[config.mk]
export PLATFORM = sky130hd
export DESIGN_NAME = ps2_scan_fifo
export DESIGN_NICKNAME = d
export VERILOG_FILES = /design/src/rtl/ps2_scan_fifo.sv
export SDC_FILE = /design/constraint.sdc
export NUM_CORES = 1
export LEC_CHECK = 0
export ABC_AREA = 1
export ABC_CLOCK_PERIOD_IN_PS = 2800
export CAP_MARGIN = 20
export CORE_MARGIN = 2
export CORE_UTILIZATION = 35
export CTS_CLUSTER_SIZE = 14
export DETAILED_ROUTE_END_ITERATION = 10
export SLEW_MARGIN = 20
export SYNTH_ARGS = -nofsm -noshare
export SYNTH_HDL_FRONTEND = slang
export SYNTH_SLANG_ARGS = --single-unit
[constraint.sdc]
create_clock -name clk -period 2.8 [get_ports clk]
set_input_delay 0.56 -clock clk [delete_from_list [all_inputs] [get_ports clk]]
set_output_delay 0.56 -clock clk [all_outputs]
set_load 0.1 [all_outputs]
[src/rtl/ps2_scan_fifo.sv]
// ps2_scan_fifo: PS/2 keyboard receiver that frames and decodes scan codes and buffers them in a FWFT FIFO.
// Latency: the entry is pushed 1 cycle after the stop-bit sample; the line edge reaches the FSM after 2 sync cycles plus FILTER_LEN filter cycles.
// Backpressure: none toward the keyboard; on a full FIFO without a same-cycle pop the code is dropped and overflow sticks.
// Build option: define PS2_PARITY_CHECK_EN to discard frames that fail odd parity.

// ps2_line_filter: 2-flop synchroniser followed by a stability filter for one PS/2 line.
// Latency: 2 sync cycles plus FILTER_LEN stable samples before lvl follows the line.
// Backpressure: none; free-running.
module ps2_line_filter #(
  parameter int FILTER_LEN = 4
) (
  input  logic clk,
  input  logic reset,
  input  logic line,
  output logic lvl
);
  localparam int FW = $clog2(FILTER_LEN + 1);
  localparam logic [FW-1:0] FILT_LAST = FW'(FILTER_LEN - 1);

  logic          meta;
  logic          sync;
  logic [FW-1:0] cnt;

  // Synchronise the line, then accept a new level only after FILTER_LEN identical differing samples.
  always_ff @(posedge clk) begin
    if (reset) begin
      meta <= 1'b1;
      sync <= 1'b1;
      lvl  <= 1'b1;
      cnt  <= '0;
    end else begin
      meta <= line;
      sync <= meta;
      if (sync == lvl) begin
        cnt <= '0;
      end else if (cnt == FILT_LAST) begin
        lvl <= sync;
        cnt <= '0;
      end else begin
        cnt <= cnt + 1'b1;
      end
    end
  end
endmodule

// scan_fifo: generic first-word-fall-through FIFO; a pop on full frees room for a same-cycle push.
// Latency: a pushed entry is visible at head the cycle after the push edge.
// Backpressure: push on full without pop is dropped and flagged by drop_vld; pop on empty is ignored.
module scan_fifo #(
  parameter int DEPTH = 8,
  parameter int WIDTH = 10
) (
  input  logic                       clk,
  input  logic                       reset,
  input  logic                       push_vld,
  input  logic [WIDTH-1:0]           push_dat,
  input  logic                       pop_rdy,
  output logic                       head_vld,
  output logic [WIDTH-1:0]           head_dat,
  output logic [$clog2(DEPTH+1)-1:0] count,
  output logic                       drop_vld
);
  localparam int PW = $clog2(DEPTH);
  localparam int CW = $clog2(DEPTH + 1);
  localparam logic [CW-1:0] CNT_FULL = CW'(DEPTH);

  logic [WIDTH-1:0] mem [DEPTH];
  logic [PW-1:0]    wr_ptr;
  logic [PW-1:0]    rd_ptr;
  logic             full;
  logic             do_push;
  logic             do_pop;

  assign full     = (count == CNT_FULL);
  assign head_vld = (count != '0);
  assign do_pop   = pop_rdy && head_vld;
  assign do_push  = push_vld && (!full || do_pop);
  assign drop_vld = push_vld && !do_push;
  assign head_dat = head_vld ? mem[rd_ptr] : '0;

  // Storage array; contents are only observed through head_dat when non-empty.
  always_ff @(posedge clk) begin
    if (do_push) begin
      mem[wr_ptr] <= push_dat;
    end
  end

  // Pointers wrap naturally because DEPTH is a power of two.
  always_ff @(posedge clk) begin
    if (reset) begin
      wr_ptr <= '0;
      rd_ptr <= '0;
      count  <= '0;
    end else begin
      if (do_push) wr_ptr <= wr_ptr + 1'b1;
      if (do_pop)  rd_ptr <= rd_ptr + 1'b1;
      case ({do_push, do_pop})
        2'b10:   count <= count + 1'b1;
        2'b01:   count <= count - 1'b1;
        default: count <= count;
      endcase
    end
  end
endmodule

module ps2_scan_fifo #(
  parameter int FIFO_DEPTH     = 8,
  parameter int FILTER_LEN     = 4,
  parameter int TIMEOUT_CYCLES = 50000
) (
  input  logic                            clk,
  input  logic                            reset,
  input  logic                            ps2c,
  input  logic                            ps2d,
  input  logic                            rd_en,
  output logic                            code_valid,
  output logic [9:0]                      code_out,
  output logic [$clog2(FIFO_DEPTH+1)-1:0] fifo_count,
  output logic                            shift_state,
  output logic                            overflow,
  output logic                            frame_err
);
  localparam int TW = $clog2(TIMEOUT_CYCLES + 1);
  localparam logic [TW-1:0] TO_LAST = TW'(TIMEOUT_CYCLES - 1);

  typedef enum logic [1:0] {
    ST_IDLE   = 2'd0,
    ST_DATA   = 2'd1,
    ST_PARITY = 2'd2,
    ST_STOP   = 2'd3
  } frame_state_t;

  frame_state_t state;
  logic         ps2c_filt;
  logic         ps2d_filt;
  logic         ps2c_filt_d;
  logic         fall_edge;
  logic [7:0]   shreg;
  logic [2:0]   bit_cnt;
  logic [TW-1:0] to_cnt;
  logic         parity_ok;
  logic         byte_vld;
  logic [7:0]   byte_dat;
  logic         ext_flag;
  logic         brk_flag;
  logic         push_vld;
  logic [9:0]   push_dat;
  logic         drop_vld;
  logic         is_prefix;
  logic         is_shift;

  ps2_line_filter #(.FILTER_LEN(FILTER_LEN)) u_filt_c (
    .clk   (clk),
    .reset (reset),
    .line  (ps2c),
    .lvl   (ps2c_filt)
  );

  ps2_line_filter #(.FILTER_LEN(FILTER_LEN)) u_filt_d (
    .clk   (clk),
    .reset (reset),
    .line  (ps2d),
    .lvl   (ps2d_filt)
  );

  // Previous filtered clock level, used to find the 1->0 transition.
  always_ff @(posedge clk) begin
    if (reset) ps2c_filt_d <= 1'b1;
    else       ps2c_filt_d <= ps2c_filt;
  end

  assign fall_edge = ps2c_filt_d && !ps2c_filt;

`ifdef PS2_PARITY_CHECK_EN
  logic par_bit;
  // Keyboards send odd parity across the 8 data bits plus the parity bit.
  assign parity_ok = ^{shreg, par_bit};
`else
  assign parity_ok = 1'b1;
`endif

  // Frame FSM: start, 8 data bits LSB first, parity, stop; aborts on bad stop or a stalled clock.
  always_ff @(posedge clk) begin
    if (reset) begin
      state     <= ST_IDLE;
      shreg     <= '0;
      bit_cnt   <= '0;
      to_cnt    <= '0;
      frame_err <= 1'b0;
      byte_vld  <= 1'b0;
      byte_dat  <= '0;
`ifdef PS2_PARITY_CHECK_EN
      par_bit   <= 1'b0;
`endif
    end else begin
      frame_err <= 1'b0;
      byte_vld  <= 1'b0;
      if (state != ST_IDLE && !fall_edge && to_cnt == TO_LAST) begin
        state     <= ST_IDLE;
        to_cnt    <= '0;
        frame_err <= 1'b1;
      end else if (fall_edge) begin
        to_cnt <= '0;
        case (state)
          ST_IDLE: begin
            if (!ps2d_filt) begin
              state   <= ST_DATA;
              bit_cnt <= '0;
            end
          end
          ST_DATA: begin
            shreg   <= {ps2d_filt, shreg[7:1]};
            bit_cnt <= bit_cnt + 1'b1;
            if (bit_cnt == 3'd7) state <= ST_PARITY;
          end
          ST_PARITY: begin
`ifdef PS2_PARITY_CHECK_EN
            par_bit <= ps2d_filt;
`endif
            state <= ST_STOP;
          end
          default: begin
            if (ps2d_filt && parity_ok) begin
              byte_vld <= 1'b1;
              byte_dat <= shreg;
            end else begin
              frame_err <= 1'b1;
            end
            state <= ST_IDLE;
          end
        endcase
      end else if (state != ST_IDLE) begin
        to_cnt <= to_cnt + 1'b1;
      end
    end
  end

  assign is_prefix = (byte_dat == 8'hE0) || (byte_dat == 8'hF0);
  assign is_shift  = (byte_dat == 8'h12) || (byte_dat == 8'h59);
  assign push_vld  = byte_vld && !is_prefix;
  assign push_dat  = {ext_flag, brk_flag, byte_dat};

  // Prefix bytes arm the extended/break flags; any other byte consumes them and updates shift.
  always_ff @(posedge clk) begin
    if (reset) begin
      ext_flag    <= 1'b0;
      brk_flag    <= 1'b0;
      shift_state <= 1'b0;
    end else if (byte_vld) begin
      if (byte_dat == 8'hE0) begin
        ext_flag <= 1'b1;
      end else if (byte_dat == 8'hF0) begin
        brk_flag <= 1'b1;
      end else begin
        ext_flag <= 1'b0;
        brk_flag <= 1'b0;
        if (is_shift) shift_state <= !brk_flag;
      end
    end
  end

  scan_fifo #(.DEPTH(FIFO_DEPTH), .WIDTH(10)) u_fifo (
    .clk      (clk),
    .reset    (reset),
    .push_vld (push_vld),
    .push_dat (push_dat),
    .pop_rdy  (rd_en),
    .head_vld (code_valid),
    .head_dat (code_out),
    .count    (fifo_count),
    .drop_vld (drop_vld)
  );

  // Sticky record that at least one decoded code was lost.
  always_ff @(posedge clk) begin
    if (reset)         overflow <= 1'b0;
    else if (drop_vld) overflow <= 1'b1;
  end
endmodule

==> run summary, run 1 <==
Total Routing Usage GR = 0.1459
P&R area growth vs syn = 20.20%
die height = 137.7 um
drt total wl = 12,830 um
Synth Net Count = 685
status = finished clean
post-CTS sizing = 0
Max transition margin = 0.6159
DIE AREA = 18,960 um^2
final setup fails = 0
critical path class = flip-flop to primary output
synth unique cells = 32
Die X = 137.7 um
initial antenna violation count = 0
WHS Endpoint = u_filt_d.sync
antenna cell count = 0
WL per Instance = 13.71 um
Detailed Routing Iterations Pass 1 = 4
Vias/cell = 4.807
PortBufs = 22
nets = 719
Worst Setup Start Kind = flip-flop
fin area = 7520 um^2
RSZ-0062 raised after global routing = no
commonest cells after routing, fill and taps aside = 124 x nor2_1, 80 x edfxtp_1, 78 x nand2_1
# IOs = 23
hold_sp = u_filt_d.meta
reg-to-reg endpoint = u_fifo.count[2]
Num CTS Buffers = 17
first-pass GRT wire length = 21,080 um
vias in the first global route = 4,364
Max clock buf depth = 2
Hold Crit Depth = 1
final hold violation count = 0
Leak Pwr = 2.945 nW
clk slew on worst S/H paths = 60 ps
global route overflow = 0
Crit. End Element = primary output
row cnt = 48
maximum VDD drop = 0.001642 V
clock sink total = 149
post-cts hold buffer count = 0
Final Wtd Congestion = 0.8180
Hold Crit Class = flip-flop to flip-flop
sequential area share after synthesis = 0.6048
total number of vias = 4,499
max-capacitance violation count = 0
FF/Latch Area = 3789 um^2
DRC viols = 0
multi-input gate area in the final layout = 2243 um^2
Initial DRC Count = 213
CTS root buf = clkbuf_16
Cells after Synth = 664
Worst Max-Slew Pin Slew = 575.5 ps
r2r setup slk = 420 ps
CP Data Required Time = 2240 ps
Starting Density = 0.3604
Mean Syn Cell Area = 9.422 um^2
Critical Path AT = 2000 ps
final worst path period share = 0.9140
maximum clock rate = 390.7 MHz
Reg2Reg Depth = 14
detailed placement HPWL = 8564 um
setup TNS = 0 ps
placed cell area = 6940 um^2
Pwr Density = 1119 nW/um^2
CTS tree = done
synthesized cell area = 6256 um^2
commonest non-fill, non-tap cell in the layout = nor2_1
core outline area = 17,360 um^2
min Tclk post-route = 2559 ps
DRT antenna net count = 0
ys flop type = edfxtp_1
Slew Limit Fails = 0
Setup Skew = 8.493 ps
CP max FO = 25
Yosys reg bits = 149
Post-CTS Setup Bufs = 0
Ys Warns = 0
CTS H-tree lvls = 4
asr flop ratio synth = 0
fill cell total of the finished layout = 1,612
Post-synth EDFFs = 80
Worst-Skew Late Latency = 420 ps
largest net degree at the start of global routing = 41
share of post-route cells with drive strength above 1 = 0.1392
worst r2r src = byte_dat[2]
## final cells by class
cell class | count | area share
Inverter | 53 | 0.02646
Sequential cell | 149 | 0.5038
Timing Repair Buffer | 39 | 0.05740
Tap cell | 225 | 0.03744
Clock inverter | 14 | 0.01664
Multi-Input combinational cell | 438 | 0.2983
Clock buffer | 18 | 0.05990
## registers in the layout, summed over array words and instances, names as in the netlist, 3 cells and up, named ones only
name	flops
bit_cnt	3
u_filt_d.cnt	3
u_fifo.count	4
to_cnt	16
u_filt_c.cnt	3
u_fifo.wr_ptr	3
u_fifo.rd_ptr	3
shreg	8
u_fifo.mem	80
byte_dat	8
## layer usage
metal	up-vias	routed length (um)	global-route usage
met5	-	0	0
li1	2302	-	-
met3	17	468	0.04010
met4	0	164	0.04932
met2	71	5999	0.2380
met1	2109	6197	0.1874
## Yosys cell counts, drive strengths merged, types with 2 or more instances
library cell | number | area, um^2
nor2 | 138 | 548.0
o21ai | 91 | 459.2
nand2 | 82 | 322.8
edfxtp | 80 | 2402
dfxtp | 69 | 1381
inv | 53 | 198.9
a21oi | 44 | 220.2
nand3 | 32 | 175.2
clkbuf | 18 | 68.81
ha | 16 | 200.2
nor3 | 12 | 71.32
buf | 6 | 31.28
xor2 | 6 | 52.55
or2 | 5 | 31.28
nand4 | 3 | 18.77
o211ai | 3 | 22.52
nand3b | 2 | 15.01
nor3b | 2 | 20.02
## logic make-up (layout without fill, tap and decap cells)
kind of cell / count (synthesis) / count (layout) / share of synthesized area
XOR/XNOR: 7 / 7 / 0.009800
AND/OR/NAND/NOR: 276 / 276 / 0.1922
flip-flops: 149 / 149 / 0.6048
AO/OA/AOI/OAI: 139 / 139 / 0.1134
buffers and inverters: 77 / 124 / 0.04780
adder cells (fa/ha/maj): 16 / 16 / 0.03200
## worst max-delay path by stage
stage | startpoint | endpoint | slack (ps) | depth (start not counted)
after global routing | flip-flop | code_out[3] | 90 | 7
after detailed placement | rd_en | u_fifo.count[2] | 220 | 13
after CTS | flip-flop | code_out[1] | 170 | 8
after floorplan | u_fifo.count[2] | code_out[0] | 180 | 5
after global placement | rd_en | u_fifo.count[2] | 340 | 13
final | flip-flop | code_out[4] | 240 | 7
## worst max-delay path, cell delays in order, from the launching register on
cell and delay (ps):
dfxtp_1 330, inv_2 310, buf_4 290, nor2_1 50, o21ai_0 170, nor2_1 90, nor2_4 150, buf_12 180
## power breakdown
part           switching [mW]  total, mW  internal (mW)
Sequential             0.0620       2.41           2.34
Clock                   0.900       2.18           1.28
Combinational            2.66       3.83           1.16
Total                    3.62       8.41           4.79
## per-stage QoR
stage / instances / utilization / total power [mW] / hold WS (ps) / worst slack (ps)
3_5_place_dp: 904 / 0.3999 / 6.291 / 392.3 / 224.0
4_1_cts: 936 / 0.4330 / 8.481 / 407.7 / 168.0
3_3_place_gp: 904 / 0.3999 / 6.257 / 393.2 / 341.5
2_1_floorplan: 664 / - / 5.108 / 389.5 / 184.7
5_1_grt: 936 / 0.4332 / 8.787 / 425.7 / 87.30
6_report: 936 / 0.4332 / 8.414 / 408.1 / 240.8
(Power assumes the default switching activity.)
==> inputs of run 2 (changes only) <==
HOLD_SLACK_MARGIN = 0.05   (was default)
==> results of run 2 <==
Same layout as run 1: the final DEF is identical, and so are final timing and power.
==> inputs of run 3 (changes only) <==
ABC_AREA = default   (was 1)
==> run 3 against run 2 <==
  * First-iteration DRC count up 8.9%
  * Power down 45%
  * Cell count down 19%
  * Core utilization up 0.16 points
  * Synthesized cell count down 29%
  * Clock power up 6%
  * Largest cell class unchanged
  * Highest routed layer unchanged
==> run summary, run 3 <==
RSZ-0062 raised after global routing = no
post-synth top area share = 0.3958
Setup Skew = 11.36 ps
multi-input gate area in the final layout = 2207 um^2
reg-to-reg endpoint = u_fifo.count[2]
antenna cell count = 0
Synth Net Count = 493
Mean Syn Cell Area = 12.86 um^2
Reg2Reg Depth = 11
CP Data Required Time = 3140 ps
asr flop ratio synth = 0
M2 GR Usage = 0.2245
Initial DRC Count = 232
Power Internal = 3.704 mW
Post-CTS Setup Bufs = 0
worst r2r src = u_fifo.count[2]
critical path class = flip-flop to flip-flop
# IOs = 23
clock sink total = 149
Post-Layout Cell Count = 755
placed cells = 723
commonest non-fill, non-tap cell in the layout = edfxtp_1
final hold violation count = 0
Crit. End Element = flip-flop
CTS tree = done
Adder-Cell Fraction of Synth Area = 0.03298
status = finished clean
Flop pwr share = 0.492
P&R area growth vs syn = 22.63%
Critical Path AT = 3010 ps
Starting Density = 0.3546
CTS H-tree lvls = 4
setup TNS = 0 ps
Slew Limit Fails = 0
DRC viols = 0
largest family of logic cells by synthesized area = simple AND/OR/NAND/NOR gates
nets = 538
Largest register FFs = 80
Num CTS Buffers = 17
WHS Endpoint = u_filt_c.sync
largest net degree at the start of global routing = 29
Synth Area in Simple Gates = 0.1441
Yosys top cell by area = edfxtp_1
Ys Warns = 0
Worst Max-Slew Pin Slew = 712.3 ps
ys flop type = edfxtp_1
Sw Pwr = 929.1 uW
count leader, synth = edfxtp_1
share of post-route cells with drive strength above 1 = 0.2321
min Tclk post-route = 2667 ps
final setup fails = 0
Max transition margin = 0.5245
detailed placement HPWL = 7324 um
Worst Setup Start Kind = flip-flop
vias in the first global route = 3,715
commonest cells after routing, fill and taps aside = 80 x edfxtp_1, 64 x dfxtp_1, 46 x nor2_1
Pwr Density = 622.4 nW/um^2
Detailed Routing Iterations Pass 1 = 4
total number of vias = 3,744
Post-synth EDFFs = 80
Max clock buf depth = 2
total chip power = 4.633 mW
maximum VDD drop = 0.0004283 V
M3 GR Usage = 0.04040
sequential area share after synthesis = 0.6234
CTS root buf = clkbuf_16
row cnt = 48
max-capacitance violation count = 0
slack of the critical path = 133.0 ps
Cells after Synth = 472
XOR/XNOR Fraction of Synth Area = 0.02886
WL per Instance = 15.18 um
grt peak-use layer = met2
FF/Latch Area = 3797 um^2
Leak Pwr = 2.490 nW
DRT antenna net count = 0
Layout Utilization = 0.4349
mux share of post-synthesis cell area = 0.1025
CP max FO = 7
Hold Crit Class = flip-flop to flip-flop
synth unique cells = 48
Compound-Gate Fraction of Synth Area = 0.04597
combinational share of power = 0.006
Vias/cell = 4.959
fill cell total of the finished layout = 1,556
Final Wtd Congestion = 0.7574
r2r setup slk = 130 ps
global route overflow = 0
hold_sp = u_filt_c.meta
Worst-Skew Late Latency = 430 ps
Hold Crit Depth = 1
PortBufs = 22
grt met1 use = 0.1684
core outline area = 17,120 um^2
top cells by count, synth = 80 x edfxtp_1, 69 x dfxtp_1, 53 x nor2_1
crit path from = u_fifo.count[2]
maximum clock rate = 375.0 MHz
initial antenna violation count = 0
top cells by area, synth = edfxtp_1 40%, dfxtp_1 23%, mux4_2 7.4%
die height = 135.7 um
DIE AREA = 18,410 um^2
largest register by flop count = u_fifo.mem
final worst path period share = 0.9525
drt total wl = 11,460 um
Total Routing Usage GR = 0.1360
clk slew on worst S/H paths = 60 ps
clock group share of total power = 0.501
first-pass GRT wire length = 19,000 um
Die X = 135.7 um
top flop regs = u_fifo.mem: 80 flops, to_cnt: 16 flops
worst slack at placement = -127.0 ps
Yosys reg bits = 149
Sw Ratio = 0.2006
synthesized cell area = 6070 um^2
[run 3: cell count changes after synthesis, moves of 21 or more]
| cell | previous run | this run |
|---|---|---|
| o21ai_1 | 21 | 0 |
| inv_1 | 51 | 17 |
| o21ai_0 | 69 | 7 |
| nand2_1 | 78 | 35 |
| nor2_1 | 134 | 53 |
[run 3: worst max path at each step]
stage,end,slack [ps]
floorplan,u_fifo.count[3],-150
global placement,u_fifo.count[2],-40
detailed placement,u_fifo.count[2],-130
CTS,u_fifo.count[2],130
global route,u_fifo.count[2],9
finish,u_fifo.count[2],130
[run 3: layout make-up]
type,instances,share of cell area
sequential,149,0.5102
multi-input combinational,288,0.2965
clock inverter,13,0.02303
timing repair buffer,44,0.06522
clock buffer,19,0.05816
inverter,17,0.009077
tap,225,0.03782
[run 3: cell families (layout without fill, tap and decap cells)]
| family | after synthesis | count (layout) |
|---|---|---|
| AND/OR/NAND/NOR | 170 | 170 |
| flip-flops | 149 | 149 |
| AO/OA/AOI/OAI | 45 | 45 |
| multiplexers | 37 | 37 |
| buffers and inverters | 35 | 93 |
| XOR/XNOR | 20 | 20 |
| adder cells (fa/ha/maj) | 16 | 16 |
[run 3: power by group through the flow]
stage / clock [mW] / combinational (mW) / sequential [mW]
2_1_floorplan: 0 / 0.0179 / 2.33
3_3_place_gp: 0 / 0.0288 / 2.33
3_5_place_dp: 0 / 0.0298 / 2.33
4_1_cts: 2.37 / 0.0298 / 2.28
5_1_grt: 2.48 / 0.0331 / 2.28
6_report: 2.32 / 0.0292 / 2.28
[run 3: critical path: stages (launching register included)]
cell and delay (ps):
dfxtp_4 360, or3_4 410, or3b_4 380, and2_4 170, inv_1 110, ha_4 150
xor2_1 170, ha_2 200, a21oi_2 40, xor2_1 150, or3_1 310, a21oi_1 130
[run 3: stage by stage]
step                      area, um^2  hold WS [ps]
after global routing            7443         440.8
after CTS                       7436         418.9
final                           7443         415.2
after global placement          6832         396.2
after floorplan                 6130         389.5
after detailed placement        6832         402.1
[run 3: routing by layer]
metal | routed length, um | share of wire
met5 | 0 | 0
met4 | 160 | 0.014
met3 | 370 | 0.032
met2 | 5684 | 0.50
met1 | 5247 | 0.46
[run 3: repair_timing]
action,CTS,global route
setup endpoints to repair,0,1
hold buffers,0,0
gates resized for setup,0,2
